`config.mk`:
```
export PLATFORM = sky130hd
export DESIGN_NAME = esdi_sector_monitor_flat
export DESIGN_NICKNAME = d
export VERILOG_FILES = /design/src/rtl/esdi_sector_monitor_if.sv /design/src/rtl/esdi_sector_monitor.sv /design/src/flat_wrapper.sv
export SDC_FILE = /design/constraint.sdc
export NUM_CORES = 1
export LEC_CHECK = 0
export ABC_AREA = 0
export CAP_MARGIN = 20
export CORE_ASPECT_RATIO = 0.6
export CORE_MARGIN = 10
export CORE_UTILIZATION = 57
export DETAILED_ROUTE_END_ITERATION = 8
export HOLD_SLACK_MARGIN = 0.12
export PLACE_DENSITY = 0.8
export SLEW_MARGIN = 20
export SYNTH_ARGS = -nofsm -noshare
export SYNTH_HDL_FRONTEND = slang
export SYNTH_SLANG_ARGS = --single-unit
```
`constraint.sdc`:
```
create_clock -name csr_aclk -period 2.97 [get_ports csr_aclk]
set_input_delay 0.594 -clock csr_aclk [delete_from_list [all_inputs] [get_ports csr_aclk]]
set_output_delay 0.594 -clock csr_aclk [all_outputs]
set_load 0.02 [all_outputs]
```
`src/rtl/esdi_sector_monitor_if.sv`:
```
`default_nettype none
// ==================================================================
// esdi_sector_monitor_if : AXI4-Lite CSR bus for the sector monitor
// Revision 1.0
// ==================================================================
interface esdi_sector_monitor_if;
  logic        awvalid;
  logic        awready;
  logic [4:0]  awaddr;
  logic [2:0]  awprot;
  logic        wvalid;
  logic        wready;
  logic [31:0] wdata;
  logic [3:0]  wstrb;
  logic        bvalid;
  logic        bready;
  logic [1:0]  bresp;
  logic        arvalid;
  logic        arready;
  logic [4:0]  araddr;
  logic [2:0]  arprot;
  logic        rvalid;
  logic        rready;
  logic [31:0] rdata;
  logic [1:0]  rresp;

  modport slave (
    input  awvalid, awaddr, awprot, wvalid, wdata, wstrb, bready,
           arvalid, araddr, arprot, rready,
    output awready, wready, bvalid, bresp, arready, rvalid, rdata, rresp
  );

  modport master (
    output awvalid, awaddr, awprot, wvalid, wdata, wstrb, bready,
           arvalid, araddr, arprot, rready,
    input  awready, wready, bvalid, bresp, arready, rvalid, rdata, rresp
  );
endinterface
`default_nettype wire

```
`src/rtl/esdi_sector_monitor.sv`:
```
`default_nettype none
// ==================================================================
// esdi_sector_monitor : ESDI INDEX/SECTOR tracking and rotational timing CSRs
// Revision 1.0
// ==================================================================
module esdi_sector_monitor #(
  parameter int SYNC_STAGES = 2,
  parameter int CNT_WIDTH   = 32
) (
  input  logic                 csr_aclk,
  input  logic                 csr_areset,
  esdi_sector_monitor_if.slave csr,
  input  logic                 esdi_index,
  input  logic                 esdi_sector,
  output logic                 index_strobe,
  output logic                 sector_strobe,
  output logic [7:0]           sector_number
);

  localparam logic [CNT_WIDTH-1:0] CNT_MAX = '1;

  logic [SYNC_STAGES-1:0] idx_sync, sec_sync;
  logic                   idx_prev, sec_prev;
  logic                   idx_rise, sec_rise, any_high, any_fall, strobe_evt;

  logic                 enable, armed, seen, locked, overflow, collision;
  logic [7:0]           sectors_per_rev;
  logic [CNT_WIDTH-1:0] rev_cnt, sp_cnt, pw_cnt;
  logic [31:0]          sector_period, rev_period, pulse_width;

  logic       aw_held, w_held, bvalid_q, rvalid_q, wr_commit;
  logic [2:0] aw_word, w_bits;
  logic [31:0] rdata_q, rd_mux;
  logic       unused;

  function automatic logic [CNT_WIDTH-1:0] sat_inc(input logic [CNT_WIDTH-1:0] v);
    return (v == CNT_MAX) ? v : v + CNT_WIDTH'(1);
  endfunction

  // A saturated counter reports all-ones regardless of counter width
  function automatic logic [31:0] widen(input logic [CNT_WIDTH-1:0] v);
    return (v == CNT_MAX) ? 32'hFFFF_FFFF : 32'(v);
  endfunction

  always_ff @(posedge csr_aclk) begin
    if (csr_areset) begin
      idx_sync <= '0;
      sec_sync <= '0;
      idx_prev <= 1'b0;
      sec_prev <= 1'b0;
    end else begin
      idx_sync <= {idx_sync[SYNC_STAGES-2:0], esdi_index};
      sec_sync <= {sec_sync[SYNC_STAGES-2:0], esdi_sector};
      idx_prev <= idx_sync[SYNC_STAGES-1];
      sec_prev <= sec_sync[SYNC_STAGES-1];
    end
  end

  assign idx_rise   = idx_sync[SYNC_STAGES-1] & ~idx_prev;
  assign sec_rise   = sec_sync[SYNC_STAGES-1] & ~sec_prev;
  assign any_high   = idx_sync[SYNC_STAGES-1] | sec_sync[SYNC_STAGES-1];
  assign any_fall   = (idx_prev | sec_prev) & ~any_high;
  assign strobe_evt = idx_rise | sec_rise;

  assign wr_commit = aw_held && w_held && (!bvalid_q || csr.bready);

  always_ff @(posedge csr_aclk) begin
    if (csr_areset) begin
      enable          <= 1'b0;
      armed           <= 1'b0;
      seen            <= 1'b0;
      locked          <= 1'b0;
      overflow        <= 1'b0;
      collision       <= 1'b0;
      index_strobe    <= 1'b0;
      sector_strobe   <= 1'b0;
      sector_number   <= '0;
      sectors_per_rev <= '0;
      rev_cnt         <= '0;
      sp_cnt          <= '0;
      pw_cnt          <= '0;
      sector_period   <= '0;
      rev_period      <= '0;
      pulse_width     <= '0;
    end else begin
      // Clears come first so a same-cycle hardware set below takes priority
      if (wr_commit && aw_word == 3'd1) begin
        if (w_bits[1]) overflow  <= 1'b0;
        if (w_bits[2]) collision <= 1'b0;
      end
      if (wr_commit && aw_word == 3'd0) enable <= w_bits[0];

      if (!enable) begin
        armed         <= 1'b0;
        seen          <= 1'b0;
        locked        <= 1'b0;
        index_strobe  <= 1'b0;
        sector_strobe <= 1'b0;
        sector_number <= '0;
        rev_cnt       <= '0;
        sp_cnt        <= '0;
        pw_cnt        <= '0;
      end else begin
        index_strobe  <= idx_rise;
        sector_strobe <= sec_rise & ~idx_rise;
        rev_cnt       <= idx_rise ? CNT_WIDTH'(1) : sat_inc(rev_cnt);
        sp_cnt        <= strobe_evt ? CNT_WIDTH'(1) : sat_inc(sp_cnt);
        if (strobe_evt) seen <= 1'b1;
        if (strobe_evt && seen) begin
          sector_period <= widen(sp_cnt);
          if (sp_cnt == CNT_MAX) overflow <= 1'b1;
        end

        if (idx_rise) begin
          sector_number <= '0;
          armed         <= 1'b1;
          if (sec_rise) collision <= 1'b1;
          if (armed) begin
            sectors_per_rev <= sector_number + 8'd1;
            rev_period      <= widen(rev_cnt);
            locked          <= 1'b1;
            if (rev_cnt == CNT_MAX) overflow <= 1'b1;
          end
        end else if (sec_rise) begin
          sector_number <= sector_number + 8'd1;
        end

        if (any_fall) begin
          pulse_width <= widen(pw_cnt);
          pw_cnt      <= '0;
          if (pw_cnt == CNT_MAX) overflow <= 1'b1;
        end else if (any_high) begin
          pw_cnt <= sat_inc(pw_cnt);
        end
      end
    end
  end

  always_ff @(posedge csr_aclk) begin
    if (csr_areset) begin
      aw_held  <= 1'b0;
      w_held   <= 1'b0;
      aw_word  <= '0;
      w_bits   <= '0;
      bvalid_q <= 1'b0;
      rvalid_q <= 1'b0;
      rdata_q  <= '0;
    end else begin
      if (csr.awvalid && !aw_held) begin
        aw_held <= 1'b1;
        aw_word <= csr.awaddr[4:2];
      end else if (wr_commit) begin
        aw_held <= 1'b0;
      end
      if (csr.wvalid && !w_held) begin
        w_held <= 1'b1;
        w_bits <= csr.wdata[2:0];
      end else if (wr_commit) begin
        w_held <= 1'b0;
      end

      if (wr_commit)        bvalid_q <= 1'b1;
      else if (csr.bready)  bvalid_q <= 1'b0;

      if (csr.arvalid && csr.arready) begin
        rvalid_q <= 1'b1;
        rdata_q  <= rd_mux;
      end else if (csr.rready) begin
        rvalid_q <= 1'b0;
      end
    end
  end

  always_comb begin
    rd_mux = '0;
    case (csr.araddr[4:2])
      3'd0:    rd_mux = {31'd0, enable};
      3'd1:    rd_mux = {29'd0, collision, overflow, locked};
      3'd2:    rd_mux = {24'd0, sector_number};
      3'd3:    rd_mux = {24'd0, sectors_per_rev};
      3'd4:    rd_mux = sector_period;
      3'd5:    rd_mux = rev_period;
      3'd6:    rd_mux = pulse_width;
      default: rd_mux = '0;
    endcase
  end

  assign csr.awready = !aw_held;
  assign csr.wready  = !w_held;
  assign csr.bvalid  = bvalid_q;
  assign csr.bresp   = 2'b00;
  assign csr.arready = !rvalid_q || csr.rready;
  assign csr.rvalid  = rvalid_q;
  assign csr.rdata   = rdata_q;
  assign csr.rresp   = 2'b00;

  assign unused = &{1'b0, csr.awaddr[1:0], csr.awprot, csr.araddr[1:0], csr.arprot,
                    csr.wstrb, csr.wdata[31:3]};

endmodule
`default_nettype wire

```
`src/flat_wrapper.sv`:
```
// flat-port wrapper written by rule: the top's interface ports become plain ports
module esdi_sector_monitor_flat 
#(
  parameter int SYNC_STAGES = 2,
  parameter int CNT_WIDTH   = 32
)
  (csr_aclk, csr_areset, esdi_index, esdi_sector, index_strobe, sector_strobe, sector_number, csr_awvalid, csr_awaddr, csr_awprot, csr_wvalid, csr_wdata, csr_wstrb, csr_bready, csr_arvalid, csr_araddr, csr_arprot, csr_rready, csr_awready, csr_wready, csr_bvalid, csr_bresp, csr_arready, csr_rvalid, csr_rdata, csr_rresp);
  esdi_sector_monitor_if csr_i ();
  input  logic csr_aclk;
  input  logic csr_areset;
  input  logic esdi_index;
  input  logic esdi_sector;
  output logic index_strobe;
  output logic sector_strobe;
  output logic [7:0] sector_number;
  input wire logic [$bits(csr_i.awvalid)-1:0] csr_awvalid;
  input wire logic [$bits(csr_i.awaddr)-1:0] csr_awaddr;
  input wire logic [$bits(csr_i.awprot)-1:0] csr_awprot;
  input wire logic [$bits(csr_i.wvalid)-1:0] csr_wvalid;
  input wire logic [$bits(csr_i.wdata)-1:0] csr_wdata;
  input wire logic [$bits(csr_i.wstrb)-1:0] csr_wstrb;
  input wire logic [$bits(csr_i.bready)-1:0] csr_bready;
  input wire logic [$bits(csr_i.arvalid)-1:0] csr_arvalid;
  input wire logic [$bits(csr_i.araddr)-1:0] csr_araddr;
  input wire logic [$bits(csr_i.arprot)-1:0] csr_arprot;
  input wire logic [$bits(csr_i.rready)-1:0] csr_rready;
  output wire logic [$bits(csr_i.awready)-1:0] csr_awready;
  output wire logic [$bits(csr_i.wready)-1:0] csr_wready;
  output wire logic [$bits(csr_i.bvalid)-1:0] csr_bvalid;
  output wire logic [$bits(csr_i.bresp)-1:0] csr_bresp;
  output wire logic [$bits(csr_i.arready)-1:0] csr_arready;
  output wire logic [$bits(csr_i.rvalid)-1:0] csr_rvalid;
  output wire logic [$bits(csr_i.rdata)-1:0] csr_rdata;
  output wire logic [$bits(csr_i.rresp)-1:0] csr_rresp;
  assign csr_i.awvalid = csr_awvalid;
  assign csr_i.awaddr = csr_awaddr;
  assign csr_i.awprot = csr_awprot;
  assign csr_i.wvalid = csr_wvalid;
  assign csr_i.wdata = csr_wdata;
  assign csr_i.wstrb = csr_wstrb;
  assign csr_i.bready = csr_bready;
  assign csr_i.arvalid = csr_arvalid;
  assign csr_i.araddr = csr_araddr;
  assign csr_i.arprot = csr_arprot;
  assign csr_i.rready = csr_rready;
  assign csr_awready = csr_i.awready;
  assign csr_wready = csr_i.wready;
  assign csr_bvalid = csr_i.bvalid;
  assign csr_bresp = csr_i.bresp;
  assign csr_arready = csr_i.arready;
  assign csr_rvalid = csr_i.rvalid;
  assign csr_rdata = csr_i.rdata;
  assign csr_rresp = csr_i.rresp;
  esdi_sector_monitor #(.SYNC_STAGES(SYNC_STAGES), .CNT_WIDTH(CNT_WIDTH)) u_core (.csr_aclk(csr_aclk), .csr_areset(csr_areset), .csr(csr_i), .esdi_index(esdi_index), .esdi_sector(esdi_sector), .index_strobe(index_strobe), .sector_strobe(sector_strobe), .sector_number(sector_number));
endmodule
```
# --- Yosys cells after proc, flatten, opt, wreduce, memory -nomap -nowiden ---
# Index checks and enable logic that the tools add are counted.
# W data, S select, Z words.
totals:
  ff_bits: 264
  out_inout_bits: 51
classes:
  muxes: 30
  eq_ne: 12
  n_bitwise: 13
  n_addsub: 4
  n_reduce_logical: 29
op_table:
  columns: ["operator", "count"]
  rows:
  - ["$pmux W32 S7", 1]
  - ["$add A32 B1 Y32 const B", 3]
  - ["$eq A32 B32 Y1 const B", 3]
  - ["$mux W32", 3]
  - ["$mux W1", 26]
  - ["$eq A3 B3 Y1 const B", 3]
  - ["$reduce_or A3 Y1", 3]
  - ["$add A8 B1 Y8 const B", 1]
  - ["$logic_and A1 B1 Y1", 8]
  - ["$reduce_and A2 Y1", 4]
  - ["$reduce_bool A2 Y1", 4]
  - ["$eq A3 B1 Y1 const B", 2]
  - ["$eq A3 B2 Y1 const B", 2]
  - ["$logic_not A3 Y1", 2]
  - ["$not A1 Y1", 6]
  - ["$and A1 B1 Y1", 4]
  - ["$logic_not A1 Y1", 4]
  - ["$ne A2 B1 Y1 const B", 2]
  - ["$or A1 B1 Y1", 3]
  - ["$reduce_and A3 Y1", 1]
  - ["$logic_or A1 B1 Y1", 2]
  - ["$reduce_or A2 Y1", 1]

# --- Longest topological paths before layout ---
# Gate-level depths: netlist of run 1.
depth:
  word_depth: 13
  depth_mapped: 9

# --- Worst setup path before layout of run 1 ---
# Ideal clock, no wire load.
synth_path:
  path_type: "input-to-reg"
  start: "input csr_araddr[3]"
  end: "register u_core.rdata_q[11], in the netlist u_core.csr.rdata[11]"
  t_arrival_ns: 2.238
  setup_slack_ns: 0.604
  stages: 7
  path_buffers: 3
  t_required_ns: 2.842
  cell_sequence: "clkbuf_1 -> clkbuf_1 -> buf_1 -> mux2i_1 -> o21ai_0 -> a22oi_1 -> nor2_1"
synth_between:
  elab_chain_cells: 2
  elab_cells_between_ends: 8
  classes_between: "eq/ne: 6; mux: 1; reduce/logical: 1"
synth_rtl:
  columns: ["item", "line_no", "source"]
  rows:
  - ["start: declaration", "flat_wrapper.sv:24", "input wire logic [$bits(csr_i.araddr)-1:0] csr_araddr;"]
  - ["$eq A3 B3 Y1, or another cell as far along", "esdi_sector_monitor.sv:176", "case (csr.araddr[4:2])"]
  - ["$pmux W32 S7 *", "esdi_sector_monitor.sv:176", null]
  - ["end signal: assignment", "esdi_sector_monitor.sv:167", "rdata_q <= rd_mux;"]
  - ["end: declaration", "esdi_sector_monitor.sv:33", "logic [31:0] rdata_q, rd_mux;"]
# Every way passes the cells marked *; elsewhere a longest branch is shown, timed or not.
# A chain may end at the register's enable or synchronous reset.

# --- Worst setup path after layout of run 1 ---
layout_path:
  start: "register u_core.sp_cnt[0]"
  end: "register u_core.sp_cnt[28]"
layout_between:
  elab_chain_cells: 1
  elab_cells_between_ends: 2
  classes_between: "add/sub: 1; eq/ne: 1"
layout_rtl:
  columns: ["item", "line_no", "source"]
  rows:
  - ["start: declaration", "esdi_sector_monitor.sv:28", "logic [CNT_WIDTH-1:0] rev_cnt, sp_cnt, pw_cnt;"]
  - ["start signal: assignment", "esdi_sector_monitor.sv:107", "sp_cnt <= strobe_evt ? CNT_WIDTH'(1) : sat_inc(sp_cnt);"]
  - ["$add A32 B1 Y32 or $eq A32 B32 Y1 (tied branches)", "esdi_sector_monitor.sv:37", "return (v == CNT_MAX) ? v : v + CNT_WIDTH'(1);"]
# Parallel ways exist; a longest one is shown, timed or not.

==> results of run 1 <==
==> through the flow <==
stage          setup slack (ns)  hold slack [ns]  util (%)
3_3_place_gp              0.461            0.423      62.0
2_1_floorplan             0.604            0.414         -
3_5_place_dp              0.417            0.430      62.0
6_report                  0.476            0.421      65.8
5_1_grt                   0.294            0.438      65.8
4_1_cts                   0.493            0.415      65.8
==> per-layer routing <==
| metal | global-route usage [%] | part of all wire [%] | vias to the layer above |
|---|---|---|---|
| met4 | 4.06 | 1.6 | 0 |
| met1 | 33.3 | 46 | 5006 |
| met5 | 0 | 0 | - |
| met3 | 7.35 | 11 | 43 |
| met2 | 34.0 | 41 | 433 |
| li1 | - | - | 5055 |
==> worst max path at each step <==
stage | start | endpoint | slack, ns
finish | u_core.sp_cnt[0] | u_core.sp_cnt[28] | 0.48
CTS | u_core.sp_cnt[0] | u_core.sp_cnt[26] | 0.49
floorplan | csr_araddr[3] | u_core.csr.rdata[11] | 0.60
detailed placement | csr_araddr[2] | u_core.csr.rdata[29] | 0.42
global route | u_core.sp_cnt[0] | u_core.sp_cnt[30] | 0.29
global placement | csr_araddr[2] | u_core.csr.rdata[25] | 0.46
==> power by group <==
part / leakage (nW) / total [mW] / switching [mW] / internal [mW]
registers: 2.13 / 3.56 / 0.0111 / 3.55
clock network: 0.356 / 3.04 / 1.38 / 1.66
logic: 1.63 / 0.213 / 0.141 / 0.0718
==> cell type report <==
| class | count | area, um^2 |
|---|---|---|
| Tap cell | 273 | 342 |
| Sequential cell | 264 | 5290 |
| Antenna cell | 1 | 2.50 |
| Multi-Input combinational cell | 1044 | 5800 |
| Clock inverter | 11 | 104 |
| Clock buffer | 30 | 654 |
| Inverter | 18 | 67.6 |
| Timing Repair Buffer | 93 | 863 |
| Fill cell | 1676 | 6800 |
==> cells in the mapped netlist (all sizes together) (18+ instances only) <==
library cell	count
or3	42
nand4	29
nor2	131
a21oi	150
inv	18
xnor2	25
or4	20
a22oi	34
dfxtp	264
clkbuf	82
nand3	42
o21ai	66
mux2i	42
nor3	20
nand2	264
==> flip-flops by register name (all words and copies together), names as in the netlist, 2 cells and up <==
register                count
u_core.sp_cnt              32
u_core.csr.rdata           32
u_core.pulse_width         32
u_core.pw_cnt              32
u_core.w_bits               3
u_core.idx_sync             2
u_core.rev_cnt             32
u_core.sectors_per_rev      8
u_core.sec_sync             2
u_core.sector_number        8
u_core.sector_period       32
u_core.rev_period          32
u_core.aw_word              3
==> logic make-up (layout without fill, tap and decap cells) <==
group / after synthesis / count (layout) / share of synthesized area, %
xor gates and xnor gates: 40 / 40 / 3.04
DFF: 264 / 264 / 45.9
AOI/OAI and AO/OA: 331 / 331 / 17.3
and+or+nand+nor: 619 / 619 / 25.3
other: 1 / 5 / 0.0326
muxes: 46 / 46 / 4.04
buffers and inverters: 114 / 152 / 3.92
adders and majority gates: 4 / 4 / 0.435
==> results.tsv, run 1 <==
stage	metric	value	unit
logic_synthesis	syn_inst	1419	
timing	timing.final.crit_share	84.0	%
logic_synthesis	syn_area	0.0115	mm^2
worst_setup_path	crit_arrival	2.95	ns
layout	areaGrowthSynthToFinish	13.9	%
cts	cts_tree	done	
worst_setup_path	critical_path.max_stage_delay	0.58	ns
timing	period_minus_slack	2.49	ns
logic_synthesis	ys_seq_elements	264	
layout	final_cells	1734	
worst_setup_path	crit_path_cell_trace	ha_1 -> and2_1 -> nand3_1 -> or3_1 -> or4_1 -> a21oi_1	
drt	firstDrtPassIters	8	
logic_synthesis	synth.area.top_cells	dfxtp_1, nand2_1, a21oi_1	
logic_synthesis	synth_top_area_share	45.9	%
global_routing	grt_overflow	0	
placement	place_congestion	0.903	
hold_path	hold_path.class	in -> reg	
floorplan	start_util	57.8	%
timing	fmaxAchievable	401	MHz
pwr	max-vdd-ir-drop	0.475	mV
global_routing	grt_pass1_wl	50500	um
floorplan	ios	112	
timing	drv_slew	0	
floorplan	dieArea	0.0265	mm^2
logic_synthesis	seq_area_frac_synth	45.9	%
pwr	total_power	6.82	mW
placement	place_area	0.0124	mm^2
cts	clkLatencyLatePin	0.53	ns
logic_synthesis	synth_edf_count	0	
worst_setup_path	crit_buf_inv	0	
cts	cts_resized	0	
worst_setup_path	critPathRequiredTime	3.43	ns
cts	clock_sinks	264	
logic_synthesis	yosysWarnings	0	
cts	clkTransAtPathRegs	0.07	ns
worst_setup_path	worstSetupEndpointType	flop	
drt	wl_per_cell	18.3	um
timing	timing_hold_violations_final	0	
hold_path	min_to	u_core.enable	
outcome	status	complete, no violations	
timing	maxSlewHeadroom	49.6	%
cts	cts.path.max_buffers	3	
drt	drtIter0Drc	1111	
worst_setup_path	regToRegEndpoint	u_core.sp_cnt[28]	
layout	final_net_count	1510	
cts	cts-buffers-inserted	24	
worst_setup_path	r2r_start	u_core.sp_cnt[0]	
timing	worst_slew_pin_slew	0.754	ns
worst_setup_path	worstPathMaxFanout	13	
cts	clockRootBuffer	clkbuf_16	
floorplan	num_rows	40	
layout	final_cell_area	0.0131	mm^2
drt	routed_via_density	6.08	
logic_synthesis	synth_top_area_cell	dfxtp_1	
global_routing	grt_usage	23.3	%
drt	vias	10500	
hold_path	hp-start	csr_areset	
timing	rsz0062_at_grt	false	
timing	tns	0	ns
placement	numPortBuffers	64	
worst_setup_path	cp.depth	6	
global_routing	grt_pass1_vias	9412	
cts	htree_levels	1	
timing	skew	0.0104	ns
floorplan	core_area	0.0199	mm^2
worst_setup_path	cpMaxStageDelayCell	or3_1	
worst_setup_path	ff2ff_setup_slack	0.48	ns
logic_synthesis	synth_area_per_cell	8.12	um^2
drt	antenna_left	0	
hold_path	hold_depth	2	
worst_setup_path	critPathLaunchType	flop	
pwr	power.leakage	4.12	nW
layout	layout_common_cells	nand2_1, dfxtp_1, a21oi_1	
logic_synthesis	synth_flop_cell	dfxtp_1	
worst_setup_path	worstSetupPathType	reg -> reg	
worst_setup_path	r2r_cells	6	
cts	ctsHoldBuffers	0	
run	maxCapViolCount	0	
timing	final-setup-viol-count	0	
logic_synthesis	ys_async_sr_fraction	0	%
logic_synthesis	synth_cell_type_count	58	
global_routing	grt_max_degree	134	
worst_setup_path	crit_family	simple AND/OR/NAND/NOR gates	
layout	layout-drive-gt1-share	6.16	%
floorplan	die_y	130	um
floorplan	die_w	204	um
placement	post-dp-hpwl	22100	um
pwr	power_density	520	mW/mm^2
global_routing	antenna_found_initial	1	
placement	place_inst	1692	
drt	routed_wl	31700	um
cts	post-cts-setup-buffers	0	
drt	drc	0	
No activity file was read; power rests on OpenSTA's default activity.
==> inputs of run 2 (changes only) <==
Settings changed: CORE_UTILIZATION 57 to 52, PLACE_DENSITY 0.8 to 0.77.
Clock period 2.97 ns to 2.1 ns, I/O delays scaled along.
==> run 2 against run 1 <==
The run now ends with setup timing left. Via count rose by 4.4%. Worst hold slack got worse by 0.26 ns. Sequential share of layout area fell by 2.5 points. Cell count rose by 5.9%. Clock skew rose by 0.013 ns. Clock-buffer cell count rose by 1. Flip-flop and latch count did not move. Clock power rose by 46%. Critical path depth fell by 1. Sequential power rose by 42%. Power rose by 44%. Die area rose by 8.4%. Largest cell class unchanged. Largest power group unchanged. Highest routed layer is now met5.
==> results.tsv, run 2 (synthesized netlist as in run 1, its figures left out) <==
stage	metric	value	unit	change
pwr	power_density	701	mW/mm^2	+35%
drt	drc	0		unchanged
worst_setup_path	crit_family	simple AND/OR/NAND/NOR gates		
timing	worst_slack	-0.00625	ns	-0.482 ns
worst_setup_path	crit_buf_inv	0		unchanged
worst_setup_path	worstSetupEndpointType	flop		
drt	routed_via_density	5.99		-1.4%
placement	post-dp-hpwl	23700	um	+7.0%
run	maxCapViolCount	0		unchanged
timing	skew	0.0237	ns	+0.0133 ns
timing	maxSlewHeadroom	60.5	%	+11 points
global_routing	antenna_found_initial	1		unchanged
worst_setup_path	critPathLaunchType	flop		
worst_setup_path	critical_path.max_stage_delay	0.56	ns	-0.02 ns
global_routing	grt_overflow	0		unchanged
timing	final-setup-viol-count	1		+1
drt	vias	11000		+4.4%
floorplan	start_util	52.6	%	-5.3 points
cts	cts_tree	done		
pwr	max-vdd-ir-drop	0.629	mV	+32%
outcome	status	finished with violations		
timing	fmaxAchievable	475	MHz	+18%
layout	fillers	1836		+9.5%
cts	htree_levels	1		unchanged
layout	final_net_count	1600		+6.0%
cts	cts.path.max_buffers	3		unchanged
worst_setup_path	cp.depth	5		-1
global_routing	grt_pass1_vias	10100		+7.0%
layout	layout_common_cells	nand2_1, dfxtp_1, a21oi_1		
worst_setup_path	crit_path_cell_trace	nand4_1 -> or4_4 -> a2111oi_4 -> or4b_1 -> a21oi_2		
outcome	violations	setup timing		
layout	num_antenna_cells	0		-1
drt	firstDrtPassIters	5		-3
drt	wl_per_cell	18.2	um	-0.63%
cts	ctsHoldBuffers	0		unchanged
worst_setup_path	critPathRequiredTime	2.58	ns	-0.85 ns
timing	timing.final.crit_share	100	%	+16 points
cts	clockRootBuffer	clkbuf_16		
timing	rsz0062_at_grt	true		
layout	final_cells	1836		+5.9%
drt	drtIter0Drc	1206		+8.6%
timing	drv_slew	0		unchanged
placement	place_inst	1789		+5.7%
layout	final_common_cell	nand2_1		
floorplan	die_y	135	um	+4.0%
timing	worst_slew_pin_slew	0.592	ns	-0.162 ns
pwr	power.leakage	4.70	nW	+14%
worst_setup_path	worstPathMaxFanout	3		-10
worst_setup_path	worstSetupPathType	reg -> reg		
placement	numPortBuffers	64		unchanged
drt	antenna_left	0		unchanged
floorplan	ios	112		unchanged
placement	place_congestion	0.916		+1.5%
drt	routed_wl	33300	um	+5.2%
layout	areaGrowthSynthToFinish	21.7	%	
cts	clock_sinks	264		unchanged
global_routing	grt_usage	22.8	%	-0.48 points
layout	utilization	63.9	%	-1.9 points
global_routing	grt_max_degree	137		+2.2%
floorplan	core_area	0.0219	mm^2	+10%
cts	cts-buffers-inserted	25		+4.2%
hold_path	hold_depth	2		unchanged
floorplan	dieArea	0.0287	mm^2	+8.4%
floorplan	num_rows	42		+5.0%
hold_path	hold_path.class	in -> reg		
timing	timing_hold_violations_final	0		unchanged
cts	clkLatencyLatePin	0.54	ns	about the same
global_routing	grt_pass1_wl	53700	um	+6.2%
layout	layout-drive-gt1-share	13.0	%	+6.9 points
worst_setup_path	r2r_cells	5		-1
worst_setup_path	cpMaxStageDelayCell	or4_4		
floorplan	die_w	212	um	+4.2%
cts	clkTransAtPathRegs	0.07	ns	about the same
worst_setup_path	crit_arrival	2.58	ns	-0.37 ns
timing	period_minus_slack	2.11	ns	-0.388 ns
run 2: area by class of cell:
cell class	count	area [um^2]	area share [%]
clock buffers	31	668	4.77
clock inverters	11	115	0.821
inverters	18	67.6	0.482
multi-input cells	1044	5890	42.0
flip-flops and latches	264	5300	37.8
well taps	286	358	2.55
repair buffers	182	1620	11.5
run 2: path summary, 6_finish.rpt:
check | start | endpoint | slack (ns)
max | u_core.sp_cnt[4] | u_core.sp_cnt[31] | -0.006
min | csr_areset | u_core.sector_period[0] | 0.16
max reg2reg | u_core.sp_cnt[4] | u_core.sp_cnt[31] | -0.006
min reg2reg | u_core.sec_sync[0] | u_core.sec_sync[1] | 0.44
run 2: what timing repair did:
action	CTS	global route
buffers inserted	0	5
pin swaps	1	6
gates resized for setup	6	22
setup endpoints to repair	7	38
run 2: through the flow:
step	worst slack, ns	hold slack [ns]	area, um^2	power (mW)	TNS, ns
after detailed placement	-0.103	0.437	13100	5.48	-2.43
after global routing	-0.0561	0.161	14000	10.1	-0.144
after CTS	0.00539	0.138	13900	9.87	0
final	-0.00625	0.161	14000	9.83	-0.00625
after global placement	-0.126	0.425	13100	5.48	-2.49
after floorplan	-0.00803	0.414	11500	5.34	-0.00803
run 2: where the power goes:
group	internal, mW	switching (mW)	total, mW	leakage (nW)
Combinational	0.125	0.210	0.335	2.17
Sequential	5.02	0.0149	5.04	2.13
Clock	2.50	1.95	4.45	0.393
Total	7.65	2.18	9.83	4.70
run 2: routing by layer:
metal  global-route usage [%]  share of wire, %  up-vias  wire (um)
met2                     32.6                41      476      13600
li1                         -                 -     5229          -
met4                     4.57               1.7        2        574
met1                     33.9                48     5241      15800
met5                        0             0.027        -          9
met3                     5.66               9.9       57       3310
